**src/rtl/beam_strobe_gen_pkg.sv**
```systemverilog
// beam_strobe_gen_pkg: shared state encodings and pending-counter constants
package beam_strobe_gen_pkg;
  typedef enum logic [1:0] {DB_CLEAR, DB_ARM_BLK, DB_BLOCKED, DB_ARM_CLR} db_state_t;
  typedef enum logic [1:0] {ST_IDLE, ST_UP_LOW, ST_DN_LOW, ST_GAP} st_state_t;
  localparam int PEND_W = 2;
  localparam logic [PEND_W-1:0] PEND_MAX = 2'd3;
  function automatic logic [PEND_W-1:0] pend_next(input logic [PEND_W-1:0] p, input logic inc, input logic dec);
    return p + PEND_W'(inc) - PEND_W'(dec);
  endfunction
endpackage

```
**src/rtl/beam_debounce.sv**
```systemverilog
// beam_debounce: two-flop synchronizer plus level debounce FSM for one photo-beam
module beam_debounce
  import beam_strobe_gen_pkg::*;
#(
  parameter int DB_CYCLES = 16
) (
  input  logic clk,
  input  logic Resetn,
  input  logic i_beam,
  output logic o_blocked,
  output logic o_event
);
  logic [1:0] r_sync;
  logic [7:0] r_cnt, w_cnt_nxt;
  db_state_t r_state, w_state_nxt;
  logic w_beam, w_done;
  assign w_beam = r_sync[1];
  assign w_done = r_cnt == 8'(DB_CYCLES - 1);
  always_ff @(posedge clk or negedge Resetn) begin
    if (!Resetn) begin
      r_sync  <= 2'b11;
      r_state <= DB_CLEAR;
      r_cnt   <= '0;
    end else begin
      r_sync  <= {r_sync[0], i_beam};
      r_state <= w_state_nxt;
      r_cnt   <= w_cnt_nxt;
    end
  end
  // the sample that enters an ARM state is the first of the run; DB_CYCLES more must agree
  always_comb begin
    w_state_nxt = r_state;
    w_cnt_nxt   = '0;
    case (r_state)
      DB_CLEAR:   w_state_nxt = w_beam ? DB_CLEAR : DB_ARM_BLK;
      DB_ARM_BLK: begin
        w_state_nxt = w_beam ? DB_CLEAR : w_done ? DB_BLOCKED : DB_ARM_BLK;
        w_cnt_nxt   = (w_beam || w_done) ? '0 : r_cnt + 8'd1;
      end
      DB_BLOCKED: w_state_nxt = w_beam ? DB_ARM_CLR : DB_BLOCKED;
      DB_ARM_CLR: begin
        w_state_nxt = !w_beam ? DB_BLOCKED : w_done ? DB_CLEAR : DB_ARM_CLR;
        w_cnt_nxt   = (!w_beam || w_done) ? '0 : r_cnt + 8'd1;
      end
    endcase
  end
  always_comb begin
    o_blocked = r_state == DB_BLOCKED || r_state == DB_ARM_CLR;
    o_event   = r_state == DB_ARM_CLR && w_beam && w_done;
  end
endmodule

```
**src/rtl/beam_strobe_gen.sv**
```systemverilog
// beam_strobe_gen: debounced back/front beams queued into active-low up/down counter strobes
module beam_strobe_gen
  import beam_strobe_gen_pkg::*;
#(
  parameter int DB_CYCLES    = 16,
  parameter int PULSE_CYCLES = 2
) (
  input  logic clk,
  input  logic Resetn,
  input  logic back_beam_i,
  input  logic front_beam_i,
  output logic up_count,
  output logic down_count,
  output logic back_blocked,
  output logic front_blocked,
  output logic overrun
);
  st_state_t r_state, w_state_nxt;
  logic [3:0] r_pcnt, w_pcnt_nxt;
  logic [PEND_W-1:0] r_pend_up, r_pend_dn;
  logic r_up, r_dn, r_ovr, w_up_nxt, w_dn_nxt;
  logic w_back_ev, w_front_ev, w_last, w_dispatch, w_take_up, w_take_dn, w_ovf_up, w_ovf_dn;
  beam_debounce #(.DB_CYCLES(DB_CYCLES)) u_back (
    .clk(clk), .Resetn(Resetn), .i_beam(back_beam_i), .o_blocked(back_blocked), .o_event(w_back_ev)
  );
  beam_debounce #(.DB_CYCLES(DB_CYCLES)) u_front (
    .clk(clk), .Resetn(Resetn), .i_beam(front_beam_i), .o_blocked(front_blocked), .o_event(w_front_ev)
  );
  assign w_last = r_pcnt == 4'(PULSE_CYCLES - 1);
  // the last GAP cycle makes the IDLE decision itself so queued strobes are exactly PULSE_CYCLES apart
  assign w_dispatch = r_state == ST_IDLE || (r_state == ST_GAP && w_last);
  assign w_take_up  = w_dispatch && r_pend_up != '0;
  assign w_take_dn  = w_dispatch && r_pend_up == '0 && r_pend_dn != '0;
  assign w_ovf_up   = w_back_ev && !w_take_up && r_pend_up == PEND_MAX;
  assign w_ovf_dn   = w_front_ev && !w_take_dn && r_pend_dn == PEND_MAX;
  always_ff @(posedge clk or negedge Resetn) begin
    if (!Resetn) begin
      r_state   <= ST_IDLE;
      r_pcnt    <= '0;
      r_pend_up <= '0;
      r_pend_dn <= '0;
      r_up      <= 1'b1;
      r_dn      <= 1'b1;
      r_ovr     <= 1'b0;
    end else begin
      r_state   <= w_state_nxt;
      r_pcnt    <= w_pcnt_nxt;
      r_pend_up <= pend_next(r_pend_up, w_back_ev && !w_ovf_up, w_take_up);
      r_pend_dn <= pend_next(r_pend_dn, w_front_ev && !w_ovf_dn, w_take_dn);
      r_up      <= w_up_nxt;
      r_dn      <= w_dn_nxt;
      r_ovr     <= r_ovr | w_ovf_up | w_ovf_dn;
    end
  end
  always_comb begin
    w_state_nxt = w_take_up ? ST_UP_LOW : w_take_dn ? ST_DN_LOW : ST_IDLE;
    w_pcnt_nxt  = '0;
    if (!w_dispatch) begin
      w_state_nxt = (r_state != ST_GAP && w_last) ? ST_GAP : r_state;
      w_pcnt_nxt  = w_last ? '0 : r_pcnt + 4'd1;
    end
  end
  always_comb begin
    w_up_nxt   = w_state_nxt != ST_UP_LOW;
    w_dn_nxt   = w_state_nxt != ST_DN_LOW;
    up_count   = r_up;
    down_count = r_dn;
    overrun    = r_ovr;
  end
endmodule

```
**config.mk**
```make
export PLATFORM = sky130hd
export DESIGN_NAME = beam_strobe_gen
export DESIGN_NICKNAME = d
export VERILOG_FILES = /design/src/rtl/beam_strobe_gen_pkg.sv /design/src/rtl/beam_debounce.sv /design/src/rtl/beam_strobe_gen.sv
export SDC_FILE = /design/constraint.sdc
export NUM_CORES = 1
export LEC_CHECK = 0
export CAP_MARGIN = 0
export CORE_MARGIN = 4
export CORE_UTILIZATION = 35
export CTS_CLUSTER_DIAMETER = 40
export CTS_CLUSTER_SIZE = 30
export DETAILED_ROUTE_END_ITERATION = 10
export PLACE_DENSITY = 0.55
export SLEW_MARGIN = 10
export SYNTH_ARGS = -nofsm -noshare
export SYNTH_HDL_FRONTEND = slang
export SYNTH_SLANG_ARGS = --single-unit
```
**constraint.sdc**
```tcl
create_clock -name clk -period 3.4 [get_ports clk]
set_clock_uncertainty 0.15 [all_clocks]
set_input_delay 0.34 -clock clk [delete_from_list [all_inputs] [get_ports clk]]
set_output_delay 0.34 -clock clk [all_outputs]
set_load 0.05 [all_outputs]
```
==> results of run 1 <==
worst min path at each step:
stage / startpoint / endpoint / slack (ns) / cells past startpoint
after global placement: u_back.r_sync[0] / u_back.r_sync[1] / 0.20 / 0
after detailed placement: u_back.r_sync[0] / u_back.r_sync[1] / 0.20 / 0
final: u_front.r_sync[0] / u_front.r_sync[1] / 0.21 / 0
after global routing: u_front.r_sync[0] / u_front.r_sync[1] / 0.21 / 0
after floorplan: Resetn / overrun / -0.11 / 0
after CTS: u_front.r_sync[0] / u_front.r_sync[1] / 0.21 / 0
logic make-up (layout without fill, tap and decap cells):
family / Yosys count / count (layout) / share of synthesized area
fa+ha+maj: 8 / 8 / 0.0593
xor+xnor: 18 / 18 / 0.0935
compound gates: 20 / 20 / 0.0823
flops: 37 / 37 / 0.553
simple gates: 61 / 61 / 0.191
buf+inv: 9 / 23 / 0.0208
report_power, final:
part	switching (mW)	total, mW	internal (mW)
Clock	0.153	0.294	0.141
Sequential	0.00403	0.452	0.448
Combinational	0.0143	0.0220	0.00770
Total	0.171	0.768	0.597
through the flow:
| stage | worst slack [ns] | cell area (um2) | utilization |
|---|---|---|---|
| finish | 0.789 | 1910 | 0.425 |
| global route | 0.512 | 1910 | 0.425 |
| CTS | 0.769 | 1910 | 0.425 |
| detailed placement | 0.797 | 1830 | 0.406 |
| global placement | 0.907 | 1830 | 0.406 |
| floorplan | 0.996 | 1690 | - |
registers in the layout, indices dropped and copies added (netlist names):
signal	cells
u_back.r_cnt	8
u_front.r_cnt	8
r_pcnt	4
r_pend_dn	2
r_pend_up	2
r_state	2
u_back.r_state	2
u_back.r_sync	2
u_front.r_state	2
u_front.r_sync	2
down_count	1
overrun	1
up_count	1
cell usage in the layout (no fill, tap or decap), drive strengths merged:
cell	instances
o211ai	2
o31a	1
o31ai	1
nor2	25
a211oi	1
nand3	7
a21oi	5
nor4bb	1
nor3	3
xnor2	12
dfrtp	31
and4	1
buf	1
nor3b	2
a21o	2
ha	8
xor2	6
and3	2
nor2b	1
and2	1
a41oi	1
nor4	1
dfstp	6
clkbuf	5
o21ai	6
nand4b	1
o311ai	1
clkdlybuf4s50	8
or3	2
clkinvlp	1
nand2b	1
or4	1
nand2	11
clkinv	2
inv	6
or2	1
worst reg2reg max path, delay by kind of cell (launching register included):
kind                     cells  cell delay [ns]
XOR/XNOR                     2             0.33
AO/OA/AOI/OAI                2             0.48
buffers and inverters        2             0.09
adder cells (fa/ha/maj)      3             0.60
AND/OR/NAND/NOR              2             0.49
flip-flops                   1             0.40
layout make-up:
class / count / area (um2) / area share
Inverter: 6 / 22.5 / 0.0118
Timing Repair Buffer: 9 / 87.6 / 0.0458
Multi-Input combinational cell: 107 / 718 / 0.375
Tap cell: 52 / 65.1 / 0.0340
Clock inverter: 3 / 17.5 / 0.00916
Sequential cell: 37 / 933 / 0.488
Clock buffer: 5 / 68.8 / 0.0360
metal layers:
metal / track usage / vias to the layer above
met2: 0.166 / 15
li1: - / 543
met5: 0 / -
met1: 0.118 / 538
met3: 0.0359 / 8
met4: 0.0587 / 0
==> flow_summary.toml, run 1 <==
[run_status]
status = "finished clean"

[timing]
hold_viol = 0
period_share = 0.768
max_slew_margin = 0.662
rsz0062_at_grt = "no"
fin_tns_setup_ns = 0
drv_slew = 0
setup_viol = 0
fin_crit_ns = 2.61
worst_pin_slew_ns = 0.505
fmax_ghz = 0.383
whs_ns = 0.208

[drt]
vias_per_cell = 5.04
dr_total_vias = 1104
drtIter0Drc = 36
top_layer = "met4"
first_pass_iters = 5
wl_per_cell_um = 12.1
dr_wl_met2_um = 1290
wl_met1_um = 1200
antenna_left = 0
wl_met3_um = 97
drt-total-wl_um = 2650
drc = 0

[clock_network]
clk_pin_slew_ns = 0.07
postCtsHoldBufs = 0
numCtsBuffers = 5
cts.path.max_buffers = 2
clk_latency_ns = 0.29
post_cts_resize_count = 0
htreeDepth = 2
cts_tree = "yes"
root_buffer = "clkbuf_8"
cts_sinks = 37
cts_setup_buffers = 0

[logic_synthesis]
yosys.cell_count.top_type = "dfrtp_1"
syn-num-nets = 165
ys_seq_area_frac = 0.553
synth_cells = 153
synth_flop_cell = "dfrtp_1"
ys_warn_count = 0
synth_edf_count = 0
synth_top_area_frac = 0.460
synth_top_area_cell = "dfrtp_1"
yosys-top-cells-count = "31 x dfrtp_1, 25 x nor2_1, 12 x xnor2_1"
postSynth.asyncResetShare = 1.00
synth_area_leaders = "dfrtp_1 46%, dfstp_2 9.3%, xnor2_1 6.2%"
synth.distinct_cells = 35
synth_area_um2 = 1690
syn-mean-instance-area_um2 = 11.0
yosys_register_bits = 37

[placed_design]
io_buffers = 8
place_congestion = 0.728
place_hpwl_um = 1910
dpl.cell_count = 211

[worst_setup_path]
path_depth = 11
cp.required_ns = 3.47
cp-startpoint = "r_pcnt[1]"
r2r_cells = 11
critPathBufInv = 2
cp_top_family = "adder cells"
critPathKind = "reg2reg"
crit_path_max_fanout = 6
startpoint_type = "register"
cp_cell_sequence = "inv_1, ha_1, nor4bb_4, a21oi_1, o311ai_2, nand2_1, ha_1, inv_1, ha_1, xnor2_1, xnor2_1"
r2r_start = "r_pcnt[1]"
crit_top_cell = "ha_1"
reg2reg_slack_ns = 0.79
slowest_stage = "dfrtp_1"
worstSetupEndpoint = "r_pend_dn[1]"
critPathCaptureType = "register"
slowest_delay_ns = 0.40
worst_ep_arrival_time_ns = 2.68
r2r-end = "r_pend_dn[1]"

[layout]
areaGrowthSynthToFinish_pct = 13.4
layoutNonFillerInstCount = 219
drive_above_1_share = 0.126
nNetsFinal = 178
fill_cells = 452
num_antenna_cells = 0

[pwr]
power.density_nw_per_um2 = 402
p_leak_nw = 0.828
finalPower_uw = 768
ir_worst_vdd_uv = 297

[global_routing]
grt_overflow = 0
grt_pass1_wl_um = 4840
grt_max_degree = 38
antenna_found_initial = 0
grt_pass1_vias = 1131
grt.total_usage = 0.103

[die]
boundaryPins = 9
die_x_um = 77.4
dieArea_um2 = 5990
die_h_um = 77.4
row_count = 24
core-area_um2 = 4500
initial_core_util = 0.374

[run]
drv_cap = 0

[worst_hold_path]
hp-class = "reg2reg"
(Power assumes the default switching activity.)
==> run 2: changes to the inputs <==
Clock period 3.4 ns to 2.5 ns, I/O delays scaled along.
==> flow_summary.toml, run 2 (synthesized netlist as in run 1, its figures left out) <==
[run_status]
status = "finished clean"

[clock_network]
clk_latency_ns = 0.28
htreeDepth = 2
cts_sinks = 37
cts_tree = "yes"
clk_pin_slew_ns = 0.07
postCtsHoldBufs = 0
root_buffer = "clkbuf_8"
cts.path.max_buffers = 2
numCtsBuffers = 5

[global_routing]
grt_overflow = 0
grt_pass1_vias = 1093
grt_pass1_wl_um = 4890
grt_max_degree = 38
grt.total_usage = 0.102
antenna_found_initial = 0

[die]
core-area_um2 = 4500
row_count = 24
initial_core_util = 0.374
dieArea_um2 = 5990
boundaryPins = 9
die_x_um = 77.4
die_h_um = 77.4

[worst_hold_path]
whs_path_depth = 0
hp-class = "reg2reg"

[layout]
regArea_um2 = 933
layoutNonFillerInstCount = 223
reg_top3 = "u_back.r_cnt x8, u_front.r_cnt x8, r_pcnt x4"
nNetsFinal = 183
finalInstanceArea_um2 = 1960
final_cell_mix = "31 x dfrtp_1, 25 x nor2_1, 11 x xnor2_1, 11 x nand2_1, 8 x clkdlybuf4s50_1"
post-route-util = 0.434
layout_commonest_cell = "dfrtp_1"
drive_above_1_share = 0.158
fill_cells = 448
areaGrowthSynthToFinish_pct = 15.9
multi_input_area_um2 = 732
num_antenna_cells = 0

[drt]
vias_per_cell = 4.91
dr_total_vias = 1096
first_pass_iters = 4
drt-total-wl_um = 2740
drtIter0Drc = 32
wl_per_cell_um = 12.3
drc = 0
antenna_left = 0

[placed_design]
place_congestion = 0.758
io_buffers = 8
preCtsSetupSlack_ns = 0.0300
dpl.cell_count = 216
place_hpwl_um = 1950
placed_area_um2 = 1860

[timing]
drv_slew = 0
fmax_ghz = 0.421
max_slew_margin = 0.667
fin_tns_setup_ns = 0
hold_viol = 0
setup_viol = 0
rsz0062_at_grt = "yes"
fin_crit_ns = 2.38
worst_pin_slew_ns = 0.498
whs_ns = 0.207
period_share = 0.950
worst_slack_ns = 0.124

[worst_setup_path]
critPathCaptureType = "register"
crit_path_max_fanout = 3
reg2reg_slack_ns = 0.12
critPathKind = "reg2reg"
startpoint_type = "register"
cp.required_ns = 2.52
worst_ep_arrival_time_ns = 2.39
r2r_cells = 11

[pwr]
ir_worst_vdd_uv = 304
switching_share = 0.216
finalPower_mw = 1.03
switching_power_uw = 223
power_frac_comb = 0.029
clkPwrFrac = 0.375
seqPwrFrac = 0.596
p_leak_nw = 0.848
power.density_nw_per_um2 = 528
internal_power_uw = 809

[run]
drv_cap = 0
## run 2: what timing repair did
| action | 4_1_cts | 5_1_grt |
|---|---|---|
| endpoints found under the setup margin | 0 | 2 |
| setup buffers | 0 | 0 |
| resized for setup | 0 | 3 |
## run 2: critical path, stage by stage (launching register included)
cell      delay [ns]
dfrtp_1         0.40
inv_1           0.06
ha_1            0.14
nor4bb_4        0.23
a21oi_2         0.10
o311ai_2        0.32
nand2_1         0.10
ha_1            0.30
inv_1           0.04
ha_2            0.17
xnor2_2         0.13
xnor2_1         0.12
## run 2: cell type report
cell class                      instances  share of cell area
Multi-Input combinational cell        107               0.374
Timing Repair Buffer                   14              0.0640
Tap cell                               52              0.0333
Inverter                                6              0.0115
Clock buffer                            6              0.0371
Sequential cell                        37               0.477
Clock inverter                          1             0.00256
## run 2: worst paths after layout
path / to / startpoint
worst max-delay path: r_pend_dn[1] / r_pcnt[1]
min in group asynchronous: u_back.r_cnt[3] / Resetn
worst min-delay path: u_front.r_sync[1] / u_front.r_sync[0]
worst min register to register: u_front.r_sync[1] / u_front.r_sync[0]
worst max register to register: r_pend_dn[1] / r_pcnt[1]
max in group asynchronous: u_back.r_sync[0] / Resetn
## run 2: power groups by stage
stage	sequential (mW)	combinational [mW]	clock, mW
6_report	0.615	0.0302	0.387
5_1_grt	0.616	0.0357	0.427
4_1_cts	0.615	0.0319	0.405
3_5_place_dp	0.626	0.0317	0
3_3_place_gp	0.626	0.0309	0
2_1_floorplan	0.625	0.0112	0
## run 2: routing by layer
metal  part of all wire  track usage
met5                  0            0
met4              0.016       0.0427
met3              0.035       0.0359
met2               0.48        0.163
met1               0.46        0.124
